===== src/rtl/pb_pkg.sv =====
// Shared types and sizing helpers for the pushbutton debounce front end.
package pb_pkg;

  // Debounced level of one button channel.
  typedef enum logic {
    PB_IDLE    = 1'b0,
    PB_PRESSED = 1'b1
  } pb_state_t;

  // Bits needed to hold a count from 0 up to and including max_val.
  function automatic int cnt_width(input int max_val);
    return (max_val < 1) ? 1 : $clog2(max_val + 1);
  endfunction

endpackage


===== src/rtl/pb_channel.sv =====
// One button slice: two-flop synchroniser, debounce counter, press/release
// edge pulses and a once-per-hold long-press pulse.
module pb_channel
  import pb_pkg::*;
#(
  parameter int DEBOUNCE_CYC = 50000,
  parameter int LONG_CYC     = 25000000,
  parameter bit ACTIVE_LOW   = 1'b1
) (
  input  logic clk,
  input  logic rst_n,
  input  logic pin,
  output logic pressed,
  output logic released,
  output logic held,
  output logic long_press
);

  localparam int DB_W   = cnt_width(DEBOUNCE_CYC);
  localparam int HOLD_W = cnt_width(LONG_CYC);
  localparam logic IDLE_LVL = ACTIVE_LOW;
  localparam logic [DB_W-1:0]   DB_LAST   = DB_W'(DEBOUNCE_CYC - 1);
  localparam logic [HOLD_W-1:0] HOLD_LAST = HOLD_W'(LONG_CYC - 1);
  localparam logic [HOLD_W-1:0] HOLD_MAX  = HOLD_W'(LONG_CYC);

  logic              ff1;
  logic              ff2;
  pb_state_t         samp;
  pb_state_t         state;
  logic [DB_W-1:0]   db_cnt;
  logic [HOLD_W-1:0] hold_cnt;
  logic              accept;

  // Synchronised pin folded to press polarity, so the rest of the slice is polarity-agnostic.
  assign samp   = (ff2 != IDLE_LVL) ? PB_PRESSED : PB_IDLE;
  // The sampled level has disagreed with the debounced level for long enough.
  assign accept = (samp != state) && (db_cnt == DB_LAST);
  assign held   = (state == PB_PRESSED);

  // Two-flop synchroniser; resets to the idle pin level so a button held through reset is not seen instantly.
  always_ff @(posedge clk or negedge rst_n) begin
    if (!rst_n) begin
      ff1 <= IDLE_LVL;
      ff2 <= IDLE_LVL;
    end else begin
      ff1 <= pin;
      ff2 <= ff1;
    end
  end

  // Debounce: any sample matching the current level wipes the run-length count.
  always_ff @(posedge clk or negedge rst_n) begin
    if (!rst_n) begin
      state  <= PB_IDLE;
      db_cnt <= '0;
    end else if (samp == state) begin
      db_cnt <= '0;
    end else if (accept) begin
      state  <= samp;
      db_cnt <= '0;
    end else begin
      db_cnt <= db_cnt + 1'b1;
    end
  end

  // Edge pulses registered alongside the level change so they line up with held.
  always_ff @(posedge clk or negedge rst_n) begin
    if (!rst_n) begin
      pressed  <= 1'b0;
      released <= 1'b0;
    end else begin
      pressed  <= accept && (samp == PB_PRESSED);
      released <= accept && (samp == PB_IDLE);
    end
  end

  // Hold timer saturates at LONG_CYC so long_press fires only once per hold.
  always_ff @(posedge clk or negedge rst_n) begin
    if (!rst_n) begin
      hold_cnt   <= '0;
      long_press <= 1'b0;
    end else if (state == PB_PRESSED) begin
      if (hold_cnt != HOLD_MAX) begin
        hold_cnt <= hold_cnt + 1'b1;
      end
      long_press <= (hold_cnt == HOLD_LAST);
    end else begin
      hold_cnt   <= '0;
      long_press <= 1'b0;
    end
  end

endmodule


===== src/rtl/pb_debounce_multi.sv =====
// Multi-channel pushbutton front end: NUM_PB independent debounce slices.
module pb_debounce_multi
  import pb_pkg::*;
#(
  parameter int NUM_PB       = 4,
  parameter int DEBOUNCE_CYC = 50000,
  parameter int LONG_CYC     = 25000000,
  parameter int ACTIVE_LOW   = 1
) (
  input  logic              clk,
  input  logic              rst_n,
  input  logic [NUM_PB-1:0] PB,
  output logic [NUM_PB-1:0] pressed,
  output logic [NUM_PB-1:0] released,
  output logic [NUM_PB-1:0] held,
  output logic [NUM_PB-1:0] long_press
);

  if (DEBOUNCE_CYC < 1) begin : g_bad_debounce
    $error("pb_debounce_multi: DEBOUNCE_CYC must be >= 1");
  end
  if (LONG_CYC < 1) begin : g_bad_long
    $error("pb_debounce_multi: LONG_CYC must be >= 1");
  end

  for (genvar i = 0; i < NUM_PB; i++) begin : g_ch
    pb_channel #(
      .DEBOUNCE_CYC (DEBOUNCE_CYC),
      .LONG_CYC     (LONG_CYC),
      .ACTIVE_LOW   (ACTIVE_LOW != 0)
    ) u_ch (
      .clk        (clk),
      .rst_n      (rst_n),
      .pin        (PB[i]),
      .pressed    (pressed[i]),
      .released   (released[i]),
      .held       (held[i]),
      .long_press (long_press[i])
    );
  end

endmodule


===== config.mk =====
export PLATFORM = sky130hd
export DESIGN_NAME = pb_debounce_multi
export DESIGN_NICKNAME = d
export VERILOG_FILES = /design/src/rtl/pb_pkg.sv /design/src/rtl/pb_channel.sv /design/src/rtl/pb_debounce_multi.sv
export SDC_FILE = /design/constraint.sdc
export NUM_CORES = 1
export LEC_CHECK = 0
export BUFFER_PORTS_ARGS = -buffer_cell sky130_fd_sc_hd__buf_2
export CAP_MARGIN = 20
export CORE_ASPECT_RATIO = 2
export CORE_MARGIN = 2
export CORE_UTILIZATION = 55
export CTS_CLUSTER_DIAMETER = 200
export DETAILED_ROUTE_END_ITERATION = 8
export GPL_TIMING_DRIVEN = 1
export PLACE_DENSITY = 0.78
export SKIP_CTS_REPAIR_TIMING = 1
export SYNTH_ARGS = -nofsm -noshare
export SYNTH_HDL_FRONTEND = slang
export SYNTH_HIERARCHICAL = 1
export SYNTH_SLANG_ARGS = --single-unit

===== constraint.sdc =====
create_clock -name clk -period 3.95 [get_ports clk]
set_input_delay 0.395 -clock clk [delete_from_list [all_inputs] [get_ports clk]]
set_output_delay 0.395 -clock clk [all_outputs]
set_load 0.005 [all_outputs]

==> impl_metrics.sql, run 1 <==
INSERT INTO impl_metrics (metric_group, metric, value, unit) VALUES
('die', 'die_x', '97.5', 'microns'),
('status', 'outcome', 'finished clean', ''),
('clock_tree', 'cts-htree-levels', '4', ''),
('die', 'design.die.area', '18600', 'sq um'),
('timing', 'worst_slew_pin_slew', '0.973', 'ns'),
('timing', 'fin_crit_sh', '47.7', '%'),
('timing', 'clock-skew-final', '0.0103', 'ns'),
('critical_path', 'worst-path-max-fanout', '4', ''),
('critical_path', 'timing.critical_path.max_delay_family', 'simple AND/OR/NAND/NOR gates', ''),
('clock_tree', 'worst_skew_pair.late_latency', '0.43', 'ns'),
('critical_path', 'critical_path_arrival', '2.17', 'ns'),
('routing', 'detailedRoute.firstIterationViolations', '324', ''),
('timing', 'maxSlewHeadroom', '35.1', '%'),
('routing', 'antenna_violating_nets_post_route', '0', ''),
('die', 'floorplan.core_area', '17200', 'sq um'),
('critical_path', 'critPathLaunchType', 'flip-flop', ''),
('final_layout', 'layout-drive-gt1-share', '9.46', '%'),
('timing', 'fmax', '531', 'MHz'),
('logic_synthesis', 'synth-seq-area-share', '49.0', '%'),
('final_layout', 'finish.net_count', '1009', ''),
('grt', 'globalRouteTotalUtil', '22.4', '%'),
('clock_tree', 'clockBufferDepth', '2', ''),
('final_layout', 'final.fill_count', '1453', ''),
('clock_tree', 'clock_tree_from_tritoncts', 'done', ''),
('timing', 'hold_violations', '0', ''),
('critical_path', 'cp_data_required_time', '4.24', 'ns'),
('critical_path', 'rrSetupSlack', '2.07', 'ns'),
('logic_synthesis', 'synth_edf_count', '0', ''),
('die', 'top_level_ports', '22', ''),
('die', 'core.rowCount', '68', ''),
('grt', 'grt_pass1_wl', '34500', 'microns'),
('critical_path', 'timing.critical_path.slowest_cell_delay', '0.49', 'ns'),
('routing', 'first_drt_pass_iteration_count', '5', ''),
('logic_synthesis', 'syn_avg_cell_area', '9.81', 'sq um'),
('routing', 'wire_per_inst', '16.6', 'microns'),
('placed_design', 'place_congestion', '0.822', ''),
('run', 'drv_cap', '0', ''),
('routing', 'detailroute.via_count', '7539', ''),
('clock_tree', 'clkSlewWorstSetupHoldPaths', '0.07', 'ns'),
('worst_hold_path', 'hold_class', 'in2reg', ''),
('timing', 'setup_viol', '0', ''),
('final_layout', 'antennaDiodeCount', '0', ''),
('timing', 'number_of_max_slew_violations_in_the_final_report', '0', ''),
('timing', 'grt_setup_unrepaired', 'false', ''),
('logic_synthesis', 'area_of_the_mapped_netlist', '9610', 'sq um'),
('die', 'fp.dieH', '191', 'microns'),
('placed_design', 'numPortBuffers', '21', ''),
('power_and_ir_drop', 'power_density_relative_to_cell_area', '368', 'nW/um^2'),
('grt', 'initial_antenna_violation_count', '0', ''),
('critical_path', 'cp.buffers_inverters', '0', ''),
('routing', 'drt-total-wl', '20200', 'microns'),
('critical_path', 'crit_chain', 'nor4b_1 -> nand4_1 -> o311ai_0 -> a21oi_1', ''),
('grt', 'grt_pass1_vias', '7512', ''),
('critical_path', 'critPathSlowestCell', 'sky130_fd_sc_hd__o311ai_0', ''),
('power_and_ir_drop', 'power.static_leakage', '3.93', 'nW'),
('power_and_ir_drop', 'totalPowerFinal', '3.86', 'mW'),
('timing', 'finalWorstPathRequiredPeriod', '1.88', 'ns'),
('logic_synthesis', 'async_flop_share', '100', '%'),
('clock_tree', 'cts.sink_count', '188', ''),
('logic_synthesis', 'synthesis.yosys.warnings', '6', ''),
('critical_path', 'worst-setup-path-type', 'reg2reg', ''),
('die', 'starting_density_of_the_core', '55.9', '%'),
('timing', 'setup_tns', '0', 'ns'),
('critical_path', 'critical_path.endpoint_type', 'flip-flop', ''),
('logic_synthesis', 'distinct_cells_synth', '43', ''),
('clock_tree', 'cts.root.buffer_cell', 'sky130_fd_sc_hd__clkbuf_16', ''),
('final_layout', 'area_growth', '9.24', '%'),
('logic_synthesis', 'postSynthNetCount', '998', ''),
('routing', 'route.detailed.drc', '0', ''),
('power_and_ir_drop', 'vdd.ir_drop.worst', '0.000252', 'V'),
('placed_design', 'place_hpwl', '14000', 'microns'),
('grt', 'overflow_left_after_global_routing', '0', ''),
('logic_synthesis', 'synthFlopType', 'sky130_fd_sc_hd__dfrtp_1', ''),
('routing', 'detail_route.vias_per_cell', '6.21', ''),
('clock_tree', 'tritoncts.num_buffers', '17', ''),
('logic_synthesis', 'synth_seq_cells', '188', ''),
('logic_synthesis', 'cells_after_synthesis', '980', ''),
('grt', 'grt_start_max_net_pins', '126', '');
-- routing by layer --
metal / GRT usage (%) / wire length (microns) / vias up
met1: 23.9 / 7700 / 3771
met3: 3.00 / 452 / 47
met2: 43.1 / 11400 / 128
met5: 0 / 0 / -
met4: 10.4 / 602 / 0
li1: - / - / 3593
-- path summary, 6_finish.rpt --
| check | startpoint | endpoint | depth (start not counted) |
|---|---|---|---|
| setup / recovery | g_ch[2].u_ch/hold_cnt[7] | g_ch[2].u_ch/hold_cnt[2] | 4 |
| hold / removal | PB[3] | g_ch[3].u_ch/ff1 | 1 |
| setup reg to reg | g_ch[2].u_ch/hold_cnt[7] | g_ch[2].u_ch/hold_cnt[2] | 4 |
| hold reg to reg | g_ch[2].u_ch/ff1 | g_ch[2].u_ch/ff2 | 0 |
| max in group asynchronous | rst_n | g_ch[1].u_ch/ff1 | 2 |
| min in group asynchronous | rst_n | g_ch[3].u_ch/db_cnt[5] | 1 |
-- power by group --
part           switching (mW)  leakage, nW  internal [mW]  total (mW)
logic                  0.0547         1.04         0.0159      0.0707
clock network           0.736        0.304           1.10        1.84
registers              0.0134         2.59           1.94        1.96
-- state kept, by name, summed over array words and instances (netlist names) --
signal	cells
g_ch.u_ch/hold_cnt	100
g_ch.u_ch/db_cnt	64
g_ch.u_ch/ff1	4
g_ch.u_ch/ff2	4
g_ch.u_ch/held	4
g_ch.u_ch/long_press	4
g_ch.u_ch/pressed	4
g_ch.u_ch/released	4
-- layout make-up --
cell class / instances / area [sq um] / share of cell area, %
flip-flops and latches: 188 / 4710 / 44.9
well taps: 210 / 263 / 2.50
multi-input cells: 728 / 4630 / 44.1
clock inverters: 12 / 183 / 1.74
inverters: 32 / 120 / 1.14
clock buffers: 20 / 457 / 4.35
repair buffers: 24 / 136 / 1.30
-- layout by cell type (no fill, tap or decap), types with 24 or more instances in the layout --
cell	instances
sky130_fd_sc_hd__inv_1	28
sky130_fd_sc_hd__o31ai_1	32
sky130_fd_sc_hd__a21oi_1	60
sky130_fd_sc_hd__xor2_1	32
sky130_fd_sc_hd__nand3_1	52
sky130_fd_sc_hd__nor3_1	36
sky130_fd_sc_hd__dfrtp_1	180
sky130_fd_sc_hd__nor2_1	96
sky130_fd_sc_hd__o21ai_0	24
sky130_fd_sc_hd__xnor2_1	56
sky130_fd_sc_hd__nand4_1	44
sky130_fd_sc_hd__nand2_1	64
sky130_fd_sc_hd__or4_1	28
sky130_fd_sc_hd__or3_1	28
-- synthesized netlist by cell type, drive strengths merged (12+ instances only) --
cell type  count  area [sq um]
a21oi         60           300
and2          12          75.1
and3          12          75.1
and4          20           180
buf           20           105
clkbuf        12          45.0
dfrtp        180          4500
ha            12           150
inv           32           120
nand2         64           240
nand2b        12          75.1
nand3         64           410
nand4         44           275
nor2          96           360
nor3          36           180
nor4          20           125
o21ai         24           120
o31ai         32           240
or3           32           220
or4           28           210
xnor2         56           490
xor2          32           280
-- stage by stage --
| stage | setup WS [ns] | hold WS, ns | cell area, sq um | util [%] | std cells |
|---|---|---|---|---|---|
| after detailed placement | 2.10 | 0.349 | 9860 | 57.4 | 1182 |
| after CTS | 2.09 | 0.0479 | 10500 | 61.1 | 1214 |
| after global placement | 2.14 | 0.346 | 9860 | 57.4 | 1182 |
| final | 2.07 | 0.0638 | 10500 | 61.1 | 1214 |
| after global routing | 1.85 | 0.0473 | 10500 | 61.1 | 1214 |
| after floorplan | 2.27 | 0.0994 | 9610 | - | 980 |
-- logic make-up after synthesis --
| group | synth area share [%] |
|---|---|
| simple gates | 29.5 |
| mux | 0.833 |
| compound gates | 8.22 |
| flops | 49.0 |
| buf+inv | 2.81 |
| fa+ha+maj | 1.56 |
| xor+xnor | 8.02 |
No activity file was read; power rests on OpenSTA's default activity.
==> run 2, diff against run 1 <==
--- a/config.mk
+++ b/config.mk
@@ -13,7 +13,7 @@
 export CTS_CLUSTER_DIAMETER = 200
 export DETAILED_ROUTE_END_ITERATION = 8
 export GPL_TIMING_DRIVEN = 1
-export PLACE_DENSITY = 0.78
+export PLACE_DENSITY = 0.81
 export SKIP_CTS_REPAIR_TIMING = 1
 export SYNTH_ARGS = -nofsm -noshare
 export SYNTH_HDL_FRONTEND = slang
==> constraint.sdc (replaced) <==
create_clock -name clk -period 1.55 [get_ports clk]
set_input_delay 0.155 -clock clk [delete_from_list [all_inputs] [get_ports clk]]
set_output_delay 0.155 -clock clk [all_outputs]
set_load 0.005 [all_outputs]
==> run 2 against run 1 <==
The flow now finishes with violations (negative setup slack). Hold slack gained 0.13 ns. Via count grew 18%. Fmax grew 9.4%. Sequential power grew to 2.5 times the previous value. Global-route usage grew 3.0 points. First-iteration DRC count grew 48%. Count of clock-buffer cells in the layout shrank 1. Non-clock buffer count grew 206. Register-to-register slack lost 2.2 ns. Critical path type unchanged. Largest cell class is now multi-input combinational cells.
==> impl_metrics.sql, run 2 (same netlist as run 1, synthesis figures left out) <==
INSERT INTO impl_metrics (metric_group, metric, value, unit) VALUES
('status', 'outcome', 'complete, but fails checks', ''),
('status', 'violations', 'negative setup slack', ''),
('final_layout', 'largest_register_ffs', '100', ''),
('timing', 'worst_slew_pin_slew', '0.556', 'ns'),
('critical_path', 'critical_path.endpoint_type', 'flip-flop', ''),
('timing', 'grt_setup_unrepaired', 'true', ''),
('die', 'core.rowCount', '68', ''),
('grt', 'initial_antenna_violation_count', '0', ''),
('critical_path', 'r2r_cells', '5', ''),
('critical_path', 'rrSetupSlack', '-0.17', 'ns'),
('power_and_ir_drop', 'share_comb_of_total_power', '3.0', '%'),
('timing', 'fmax', '581', 'MHz'),
('grt', 'grt_pass1_vias', '8726', ''),
('timing', 'clock-skew-final', '0.0112', 'ns'),
('timing', 'setup_viol', '48', ''),
('die', 'design.die.area', '18600', 'sq um'),
('power_and_ir_drop', 'power_density_relative_to_cell_area', '739', 'nW/um^2'),
('final_layout', 'final.fill_count', '1089', ''),
('power_and_ir_drop', 'pwr-share-clk', '45.0', '%'),
('power_and_ir_drop', 'netSwitchingPower', '2.30', 'mW'),
('timing', 'maxSlewHeadroom', '62.9', '%'),
('final_layout', 'register_area', '4730', 'sq um'),
('placed_design', 'place_hpwl', '16400', 'microns'),
('routing', 'wire_per_inst', '18.9', 'microns'),
('final_layout', 'mostFrequentLayoutCells', 'sky130_fd_sc_hd__buf_4 (183), sky130_fd_sc_hd__dfrtp_1 (171), sky130_fd_sc_hd__nor2_1 (93)', ''),
('grt', 'globalRouteTotalUtil', '25.5', '%'),
('die', 'die_x', '97.5', 'microns'),
('die', 'top_level_ports', '22', ''),
('grt', 'overflow_left_after_global_routing', '0', ''),
('critical_path', 'critical_path.reg2reg.startpoint', 'g_ch[0].u_ch/hold_cnt[0]', ''),
('routing', 'antenna_violating_nets_post_route', '0', ''),
('placed_design', 'placed_cells_incl_taps', '1343', ''),
('power_and_ir_drop', 'cell_internal_pwr', '7.27', 'mW'),
('power_and_ir_drop', 'vdd.ir_drop.worst', '0.000692', 'V'),
('final_layout', 'area_growth', '34.7', '%'),
('final_layout', 'top_regs', 'g_ch.u_ch/hold_cnt: 100 flops, g_ch.u_ch/db_cnt: 64 flops', ''),
('final_layout', 'layout-drive-gt1-share', '37.2', '%'),
('final_layout', 'registers.top_by_ff_count', 'g_ch.u_ch/hold_cnt', ''),
('clock_tree', 'cts-htree-levels', '4', ''),
('die', 'floorplan.core_area', '17200', 'sq um'),
('clock_tree', 'cts.root.buffer_cell', 'sky130_fd_sc_hd__clkbuf_16', ''),
('power_and_ir_drop', 'power.static_leakage', '5.20', 'nW'),
('routing', 'first_drt_pass_iteration_count', '5', ''),
('critical_path', 'crit-reg2reg-capture', 'g_ch[0].u_ch/hold_cnt[20]', ''),
('run', 'drv_cap', '0', ''),
('worst_hold_path', 'hold_class', 'in2async', ''),
('critical_path', 'worst-setup-path-type', 'reg2reg', ''),
('routing', 'detail_route.vias_per_cell', '6.24', ''),
('final_layout', 'antennaDiodeCount', '0', ''),
('critical_path', 'critPathLaunchType', 'flip-flop', ''),
('clock_tree', 'worst_skew_pair.late_latency', '0.44', 'ns'),
('final_layout', 'multiInputGateArea', '5410', 'sq um'),
('timing', 'fin_crit_sh', '111', '%'),
('timing', 'finalWorstPathRequiredPeriod', '1.72', 'ns'),
('clock_tree', 'clockBufferDepth', '2', ''),
('critical_path', 'critical_path_arrival', '2.08', 'ns'),
('timing', 'worst_slack', '-0.171', 'ns'),
('timing', 'number_of_max_slew_violations_in_the_final_report', '0', ''),
('clock_tree', 'cts.sink_count', '188', ''),
('critical_path', 'cp_data_required_time', '1.91', 'ns'),
('timing', 'setup_tns', '-2.63', 'ns'),
('final_layout', 'finish.cell_count_without_fillers', '1423', ''),
('routing', 'detailedRoute.firstIterationViolations', '481', ''),
('placed_design', 'numPortBuffers', '21', ''),
('final_layout', 'finish.net_count', '1218', ''),
('timing', 'hold_violations', '0', ''),
('power_and_ir_drop', 'switching_share', '24.0', '%'),
('clock_tree', 'tritoncts.num_buffers', '17', ''),
('final_layout', 'most_common_cell_after_layout_fill_and_taps_aside', 'sky130_fd_sc_hd__buf_4', ''),
('power_and_ir_drop', 'pwr-share-seq', '52.0', '%'),
('routing', 'detailroute.via_count', '8883', ''),
('clock_tree', 'clock_tree_from_tritoncts', 'done', ''),
('die', 'fp.dieH', '191', 'microns'),
('grt', 'grt_pass1_wl', '39000', 'microns'),
('die', 'starting_density_of_the_core', '55.9', '%'),
('clock_tree', 'clkSlewWorstSetupHoldPaths', '0.07', 'ns'),
('placed_design', 'place_congestion', '0.868', ''),
('routing', 'drt-total-wl', '26800', 'microns'),
('critical_path', 'worst-path-max-fanout', '5', ''),
('grt', 'grt_start_max_net_pins', '42', ''),
('routing', 'route.detailed.drc', '0', '');
run 2: worst max-delay path by stage:
stage / start / endpoint / slack, ns / depth (start not counted)
floorplan: g_ch[0].u_ch/hold_cnt[1] / g_ch[0].u_ch/hold_cnt[20] / -0.002 / 6
global placement: g_ch[3].u_ch/hold_cnt[7] / g_ch[3].u_ch/hold_cnt[2] / -0.14 / 4
detailed placement: g_ch[2].u_ch/hold_cnt[7] / g_ch[2].u_ch/hold_cnt[1] / -0.17 / 5
CTS: g_ch[2].u_ch/hold_cnt[7] / g_ch[2].u_ch/hold_cnt[1] / -0.20 / 5
global route: g_ch[0].u_ch/hold_cnt[0] / g_ch[0].u_ch/hold_cnt[20] / -0.26 / 5
finish: g_ch[0].u_ch/hold_cnt[0] / g_ch[0].u_ch/hold_cnt[20] / -0.17 / 5
run 2: power groups by stage:
stage,Combinational [mW],Clock (mW),Sequential (mW)
floorplan,0.0621,0,5.07
global placement,0.251,0,5.07
detailed placement,0.259,0,5.07
CTS,0.260,4.36,4.98
global route,0.324,4.58,4.99
finish,0.288,4.30,4.98
run 2: cell type report:
type | count | area share [%]
flip-flops and latches | 188 | 36.5
clock buffers | 19 | 3.50
inverters | 32 | 0.966
multi-input cells | 731 | 41.8
clock inverters | 13 | 0.986
well taps | 210 | 2.03
repair buffers | 230 | 14.2
run 2: routing by layer:
metal  track usage, %  part of all wire (%)  up-vias
li1                 -                     -     4014
met1             25.2                    35     4470
met2             50.4                    57      291
met3             3.95                   3.5      108
met4             12.2                   4.4        0
met5                0                     0        -
run 2: stage by stage:
step	setup WS (ns)	total power [mW]	hold WS (ns)	instance area, sq um	utilization, %
2_1_floorplan	-0.00232	5.13	-0.141	9690	-
3_3_place_gp	-0.138	5.32	0.103	11200	65.2
3_5_place_dp	-0.167	5.33	0.103	11200	65.2
4_1_cts	-0.198	9.60	-0.370	11800	68.6
5_1_grt	-0.261	9.89	0.226	12900	75.3
6_report	-0.171	9.57	0.198	12900	75.3
run 2: worst max-delay path: stages (launching register included):
cell	delay, ns
sky130_fd_sc_hd__dfrtp_1	0.43
sky130_fd_sc_hd__ha_2	0.22
sky130_fd_sc_hd__and4_4	0.29
sky130_fd_sc_hd__nand3_4	0.12
sky130_fd_sc_hd__or4_1	0.43
sky130_fd_sc_hd__a21oi_1	0.16
